[config.mk]
export PLATFORM = sky130hd
export DESIGN_NAME = fifo_wr_arbiter
export DESIGN_NICKNAME = d
export VERILOG_FILES = /design/src/rtl/fifo_arb_pkg.sv /design/src/rtl/rr_arbiter.sv /design/src/rtl/fifo_wr_arbiter.sv
export SDC_FILE = /design/constraint.sdc
export NUM_CORES = 1
export LEC_CHECK = 0
export ABC_CLOCK_PERIOD_IN_PS = 1810
export CORE_MARGIN = 5
export CORE_UTILIZATION = 37
export DETAILED_ROUTE_END_ITERATION = 7
export GPL_TIMING_DRIVEN = 1
export HOLD_SLACK_MARGIN = 0.05
export PLACE_DENSITY = 0.87
export SLEW_MARGIN = 20
export SYNTH_ARGS = -nofsm -noshare
export SYNTH_HDL_FRONTEND = slang
export SYNTH_SLANG_ARGS = --single-unit
[constraint.sdc]
create_clock -name wclk -period 1.81 [get_ports wclk]
set_input_delay 0.362 -clock wclk [delete_from_list [all_inputs] [get_ports wclk]]
set_output_delay 0.362 -clock wclk [all_outputs]
set_load 0.005 [all_outputs]
[src/rtl/fifo_arb_pkg.sv]
// Shared types and default sizing for the FIFO write-port arbiter.
package fifo_arb_pkg;

    typedef enum logic {
        IDLE,
        GRANT
    } arb_state_e;

    localparam int unsigned DefaultNreq  = 4;
    localparam int unsigned DefaultDw    = 8;
    localparam int unsigned DefaultBurst = 4;

endpackage

[src/rtl/rr_arbiter.sv]
// Combinational rotate-priority pick: first asserted request searching upward
// from last_id+1, wrapping modulo NREQ.
module rr_arbiter #(
    parameter int unsigned NREQ = 4,
    parameter int unsigned IdW  = 2
) (
    input  logic [NREQ-1:0] req,
    input  logic [IdW-1:0]  last_id,
    output logic [IdW-1:0]  gnt_id,
    output logic            any
);

    always_comb begin
        int unsigned idx;
        idx    = 0;
        gnt_id = '0;
        any    = 1'b0;
        // k = NREQ wraps back to last_id itself, so it is searched last
        for (int unsigned k = 1; k <= NREQ; k++) begin
            idx = (32'(last_id) + k) % NREQ;
            if (!any && req[idx]) begin
                any    = 1'b1;
                gnt_id = IdW'(idx);
            end
        end
    end

endmodule

[src/rtl/fifo_wr_arbiter.sv]
// Shares one FIFO write port among NREQ requesters with round-robin grants of
// up to BURST words each and a one-cycle arbitration bubble between grants.
module fifo_wr_arbiter
    import fifo_arb_pkg::*;
#(
    parameter int unsigned NREQ  = DefaultNreq,
    parameter int unsigned DW    = DefaultDw,
    parameter int unsigned BURST = DefaultBurst,
    localparam int unsigned IdW  = (NREQ > 1) ? $clog2(NREQ) : 1
) (
    input  logic              wclk,
    input  logic              wrst,
    input  logic [NREQ-1:0]   req_valid,
    input  logic [NREQ*DW-1:0] req_data,
    output logic [NREQ-1:0]   req_ready,
    output logic              winc,
    output logic [DW-1:0]     wdata,
    input  logic              wfull,
    output logic              gnt_valid,
    output logic [IdW-1:0]    gnt_id,
    output logic [15:0]       stall_cnt
);

    localparam int unsigned BW = $clog2(BURST + 1);

    arb_state_e     state_q, state_d;
    logic [IdW-1:0] gnt_id_q, gnt_id_d;
    logic [IdW-1:0] last_id_q, last_id_d;
    logic [BW-1:0]  beat_q, beat_d;
    logic [15:0]    stall_q, stall_d;

    logic [IdW-1:0] pick_id;
    logic           pick_any;
    logic           cur_valid;
    logic [DW-1:0]  cur_data;
    logic           xfer;

    rr_arbiter #(
        .NREQ (NREQ),
        .IdW  (IdW)
    ) u_rr_arbiter (
        .req     (req_valid),
        .last_id (last_id_q),
        .gnt_id  (pick_id),
        .any     (pick_any)
    );

    always_comb begin
        cur_valid = req_valid[gnt_id_q];
        cur_data  = req_data[32'(gnt_id_q) * DW +: DW];
        xfer      = (state_q == GRANT) && cur_valid && !wfull;

        winc      = xfer;
        req_ready = NREQ'(xfer) << gnt_id_q;
        wdata     = (state_q == GRANT) ? cur_data : '0;
        gnt_valid = (state_q == GRANT);
        gnt_id    = gnt_id_q;
        stall_cnt = stall_q;
    end

    always_comb begin
        state_d   = state_q;
        gnt_id_d  = gnt_id_q;
        last_id_d = last_id_q;
        beat_d    = beat_q;
        stall_d   = stall_q;

        unique case (state_q)
            IDLE: begin
                if (pick_any) begin
                    state_d  = GRANT;
                    gnt_id_d = pick_id;
                    beat_d   = '0;
                end
            end
            GRANT: begin
                if (wfull && (stall_q != 16'hFFFF)) begin
                    stall_d = stall_q + 16'd1;
                end
                if (xfer) begin
                    beat_d = beat_q + 1'b1;
                end
                // Burst end and valid drop share one exit path
                if ((xfer && ((beat_q + 1'b1) == BW'(BURST))) || !cur_valid) begin
                    state_d   = IDLE;
                    last_id_d = gnt_id_q;
                end
            end
            default: state_d = IDLE;
        endcase
    end

    always_ff @(posedge wclk or posedge wrst) begin
        if (wrst) begin
            state_q   <= IDLE;
            gnt_id_q  <= '0;
            last_id_q <= IdW'(NREQ - 1);
            beat_q    <= '0;
            stall_q   <= '0;
        end else begin
            state_q   <= state_d;
            gnt_id_q  <= gnt_id_d;
            last_id_q <= last_id_d;
            beat_q    <= beat_d;
            stall_q   <= stall_d;
        end
    end

endmodule

Word level (Yosys, flattened, before mapping)
Index checks and enable logic that the tools add are counted.

operators by class
  add/subtract/negate cells = 6
  magnitude comparators = 5
  equal/unequal tests = 4
  shift-type cells = 2
  mux-type cells = 25
  bitwise logic cells = 1
  reduce and logical (&&, ||, !) cells = 17

operator list
  cell                                                   count
  indexed part select 32 x 6 -> 8 bit                    1
  adder 16 x 1 -> 16 bit, second input constant          1
  inequality test 16 bit, second input constant          1
  < comparator 2 x 3 -> 1 bit, second input constant     5
  two-way mux 1 bit                                      11
  binary-select mux 1 bit (select 2 bit)                 5
  two-way mux 2 bit                                      4
  two-way mux 8 bit                                      1
  AND reduction 2 bit                                    4
  logical AND 1 bit                                      7
  two-way mux 3 bit                                      2
  one-hot mux 3 bit (2 select lines)                     1
  zero test 1 bit                                        5
  adder 2 x 1 -> 2 bit, second input constant            2
  adder 2 bit, second input constant                     2
  << shifter 1 x 2 -> 4 bit                              1
  adder 3 x 1 -> 3 bit, second input constant            1
  equality test 3 bit, second input constant             1
  inequality test 2 x 1 -> 1 bit, second input constant  1
  inequality test 2 bit, second input constant           1
  one-hot mux 1 bit (2 select lines)                     1
  logical OR 1 bit                                       1
  inverter 1 bit                                         1

word-level totals
  flip-flop bits (word level) = 24
  output and inout bits = 32
  logic and storage cells = 65

Longest topological paths before layout
Gate-level depths: netlist (run 1).

  depth in word-level cells = 15
  depth in mapped cells = 6
  depth with buffers taken out = 5

By module
From an unflattened synthesis (run 1), not the netlist that was laid out.

second synthesis, totals
  cells, all modules = 143
  area, all modules = 1580.3 µm²

modules (own cells, without submodules)
  module           times used  cells each  area an instance (µm²)
  fifo_wr_arbiter  1           129         1488.9
  rr_arbiter       1           14          91.3

Least setup slack after synthesis (run 1)
No wires, ideal clock.

  path kind = reg2out
  start point = register gnt_id_q[1], in the netlist gnt_id[1]
  end point = output port req_ready[3]
  arrival = 1.465 ns
  data required time = 1.448 ns
  setup slack = -0.017 ns
  stages on the path, launching flop included = 6
  cell sequence = dfrtp_1 buf_2 mux4_2 nand3b_2 inv_1 and3_1

between the ends
  word-level cells in the longest chain between the ends = 5

RTL lines
  element                                  RTL line                text
  start, declared                          fifo_wr_arbiter.sv:27   logic [IdW-1:0] gnt_id_q, gnt_id_d;
  start signal, assigned                   fifo_wr_arbiter.sv:102  gnt_id_q <= gnt_id_d;
  binary-select mux 1 bit (select 2 bit)   fifo_wr_arbiter.sv:49   cur_valid = req_valid[gnt_id_q];
  two-way mux 1 bit (not written as such)  fifo_wr_arbiter.sv:49
  logical AND 1 bit (2 in a row)           fifo_wr_arbiter.sv:51   xfer = (state_q == GRANT) && cur_valid && !wfull;
  named net winc                           fifo_wr_arbiter.sv:16   output logic winc,
  << shifter 1 x 2 -> 4 bit                fifo_wr_arbiter.sv:54   req_ready = NREQ'(xfer) << gnt_id_q;
  end, declared                            fifo_wr_arbiter.sv:15   output logic [NREQ-1:0] req_ready,

The timed path passes the listed nets, and every way through them passes these cells. The select of a mux whose other input is x is not followed.

Worst setup path in the final report (run 1)
  start point = register gnt_id_q[0], in the netlist gnt_id[0]
  end point = output port wdata[4]

between the ends
  word-level cells in the longest chain between the ends = 2

RTL lines
  element                              RTL line               text
  indexed part select 32 x 6 -> 8 bit  fifo_wr_arbiter.sv:50  cur_data = req_data[32'(gnt_id_q) * DW +: DW];
  two-way mux 8 bit                    fifo_wr_arbiter.sv:55  wdata = (state_q == GRANT) ? cur_data : '0;
  end, declared                        fifo_wr_arbiter.sv:17  output logic [DW-1:0] wdata,

No other way between the ends.

==> results of run 1 <==
-- worst paths after layout --
| check | to | from | slack, ns | cells past startpoint |
|---|---|---|---|---|
| worst max-delay path | wdata[4] | gnt_id[0]$_DFFE_PP0P_ | -0.21 | 5 |
| worst min-delay path | gnt_id[1]$_DFFE_PP0P_ | wrst | 0.44 | 3 |
| worst max register to register | last_id_q[1]$_DFFE_PP1P_ | gnt_id[1]$_DFFE_PP0P_ | 0.10 | 4 |
| worst min register to register | beat_q[0]$_DFFE_PP0P_ | beat_q[0]$_DFFE_PP0P_ | 0.50 | 1 |
| max in group asynchronous | last_id_q[1]$_DFFE_PP1P_ | wrst | 1.09 | 3 |
| min in group wclk | beat_q[0]$_DFFE_PP0P_ | beat_q[0]$_DFFE_PP0P_ | 0.50 | 1 |
-- metal layers --
| metal | up-vias | track usage [%] | routed length [um] |
|---|---|---|---|
| met2 | 68 | 26.9 | 2090 |
| met4 | 0 | 2.96 | 20 |
| met3 | 4 | 3.24 | 510 |
| met1 | 681 | 20.8 | 1900 |
| met5 | - | 0 | 0 |
| li1 | 694 | - | - |
-- worst max-delay path: cells and delay by family, from the launching register on --
family	cells	cell delay, ns
DFF	1	0.42
buffers and inverters	3	0.34
muxes	1	0.49
and+or+nand+nor	1	0.15
-- logic make-up after synthesis --
kind of cell	Yosys count	share of synthesized area, %
adders and majority gates	3	2.45
and+or+nand+nor	58	25.2
xor gates and xnor gates	15	8.56
muxes	12	15.6
DFF	24	39.3
buffers and inverters	15	4.07
AOI/OAI and AO/OA	12	4.81
-- state kept, by name, indices dropped and copies added, names as in the netlist --
register	flops
gnt_id	2
gnt_valid	1
stall_cnt	16
beat_q	3
last_id_q	2
-- per-stage QoR --
step	hold WS (ns)	worst slack [ns]	utilization, %
final	0.438	-0.212	64.4
after global routing	0.478	-0.272	64.4
after CTS	0.451	-0.209	63.7
after detailed placement	0.489	-0.684	60.2
after global placement	0.482	-0.636	60.2
after floorplan	0.375	0.0103	-
-- cell usage after synthesis, types with 4 or more instances --
| cell | count | share of area, % |
|---|---|---|
| and2_1 | 8 | 3.3 |
| buf_2 | 5 | 1.6 |
| dfrtp_1 | 22 | 36 |
| inv_1 | 7 | 1.7 |
| mux4_2 | 9 | 13 |
| nand2_1 | 7 | 1.7 |
| nand2b_1 | 4 | 1.6 |
| nand3_1 | 6 | 2.0 |
| nor3_1 | 6 | 2.0 |
| nor3b_1 | 5 | 2.4 |
| o21ai_0 | 6 | 2.0 |
| or2_2 | 4 | 1.6 |
| xor2_1 | 14 | 8.0 |
-- final cells by class --
type	count	area, um2	area share (%)
clock buffer	4	55.1	2.14
inverter	7	26.3	1.02
multi-input combinational	100	908	35.3
sequential	24	606	23.5
tap	50	62.6	2.43
timing repair buffer	99	917	35.6
-- power by group through the flow --
| stage | Sequential, mW | Clock, mW | Combinational, mW |
|---|---|---|---|
| finish | 0.854 | 0.356 | 1.79 |
| global placement | 0.850 | 0 | 1.53 |
| CTS | 0.853 | 0.368 | 1.75 |
| detailed placement | 0.856 | 0 | 1.57 |
| global route | 0.878 | 0.395 | 1.94 |
| floorplan | 0.827 | 0 | 0.782 |
-- what timing repair did --
item | in CTS | in global routing
endpoints found under the setup margin | 15 | 14
hold buffers | 0 | 0
gates resized for setup | 78 | 7
setup buffers | 11 | 0
pin swaps | 10 | 1
==> flow_metrics.tcl, run 1 <==
set metrics [dict create \
    status "complete, but fails checks" \
    violations "negative setup slack" \
    ir_drop_mv 0.510 \
    place_area_um2 2410 \
    power_frac_seq_pct 28.5 \
    period_needed_ns 2.02 \
    grt_usage_pct 15.8 \
    drc 0 \
    syn_nets 181 \
    synth_ff_type "dfrtp_1" \
    power.switching_mw 0.958 \
    yosysUniqueCellTypes 36 \
    clockBufferDepth 2 \
    diodes 0 \
    swShare_pct 31.9 \
    clk_latency_ns 0.26 \
    p_int_mw 2.04 \
    core_area_um2 4000 \
    grt_overflow 0 \
    clk_pin_slew_ns 0.08 \
    synth_edf_count 0 \
    dpl.cell_count 269 \
    avgSynthCellArea_um2 11.0 \
    design_area_um2 2570 \
    slew_headroom_pct 67.7 \
    initial_core_util_pct 38.4 \
    cp.arrival_ns 1.66 \
    clock-sinks 24 \
    synthArstFlopShare_pct 100 \
    drv_slew 0 \
    worst_pin_slew_ns 0.480 \
    grt_max_degree 25 \
    dp_hpwl_um 3480 \
    fin_ws_ns -0.212 \
    ys_seq_elements 24 \
    hold_violations 0 \
    slowest_delay_ns 0.49 \
    first_global_vias 1448 \
    die_y_um 74.4 \
    viasPerCell 5.10 \
    firstDrtPassIters 4 \
    grt_pass1_wl_um 6800 \
    routabilityCongestion 0.823 \
    rsz0062_at_grt "yes" \
    path_common_cell "buf_6" \
    h-tree-depth 1 \
    fin_crit_sh_pct 112 \
    synthToLayoutAreaGrowth_pct 67.7 \
    p_clk_share_pct 11.9 \
    antenna_found_initial 0 \
    layout-drive-gt1-share_pct 35.5 \
    cap_violations 0 \
    drtIter0Drc 54 \
    cp_slowest_cell "mux4_2" \
    ant_nets 0 \
    avgRoutedWirePerCell_um 15.9 \
    p_leak_nw 1.17 \
    netlist_area_um2 1540 \
    crit_fanout 4 \
    fin_cells 284 \
    clockRootBuffer "clkbuf_8" \
    fp-row-count 23 \
    ys_warn_count 0 \
    skew_ns 0.00146 \
    n_fill_cell 307 \
    nNetsFinal 277 \
    via_count 1447 \
    worstPathRequired_ns 1.45 \
    critPathCaptureType "output pin" \
    start_kind "register" \
    min_path_type "in -> async" \
    fmax_mhz 495 \
    critPathKind "reg -> out" \
    layout_commonest_cell "clkdlybuf4s50_1" \
    drt_wl_total_um 4530 \
    design_power_total_mw 3.00 \
    io_pins 71 \
    die_area_um2 5540 \
    syn_inst 139 \
    mostFrequentLayoutCells "clkdlybuf4s50_1, dfrtp_1, buf_4" \
    cts-buffers-inserted 3 \
    tritoncts "built" \
    p_per_area_nw_per_um2 1170 \
    combPwrFrac_pct 59.7 \
    die_w_um 74.4 \
    setup_viol 13 \
    io_buffers 70 \
    crit_chain "buf_6 > buf_6 > mux4_2 > and2_4 > buf_6" \
    yosysSeqAreaShare_pct 39.3 \
    fin_setup_tns_ns -2.35 \
]
(Power assumes the default switching activity.)
==> run 2: changes to the inputs <==
--- a/config.mk
+++ b/config.mk
@@ -6,6 +6,7 @@
 export NUM_CORES = 1
 export LEC_CHECK = 0
 export ABC_CLOCK_PERIOD_IN_PS = 1810
+export CAP_MARGIN = 0
 export CORE_MARGIN = 5
 export CORE_UTILIZATION = 37
 export DETAILED_ROUTE_END_ITERATION = 7
==> results of run 2 <==
Same layout as run 1: the final DEF is identical, and so are final timing and power.
==> run 3: changes to the inputs <==
--- a/config.mk
+++ b/config.mk
@@ -6,7 +6,7 @@
 export NUM_CORES = 1
 export LEC_CHECK = 0
 export ABC_CLOCK_PERIOD_IN_PS = 1810
-export CAP_MARGIN = 0
+export CAP_MARGIN = 10
 export CORE_MARGIN = 5
 export CORE_UTILIZATION = 37
 export DETAILED_ROUTE_END_ITERATION = 7
==> results of run 3 <==
Same layout as run 1: the final DEF is identical, and so are final timing and power.
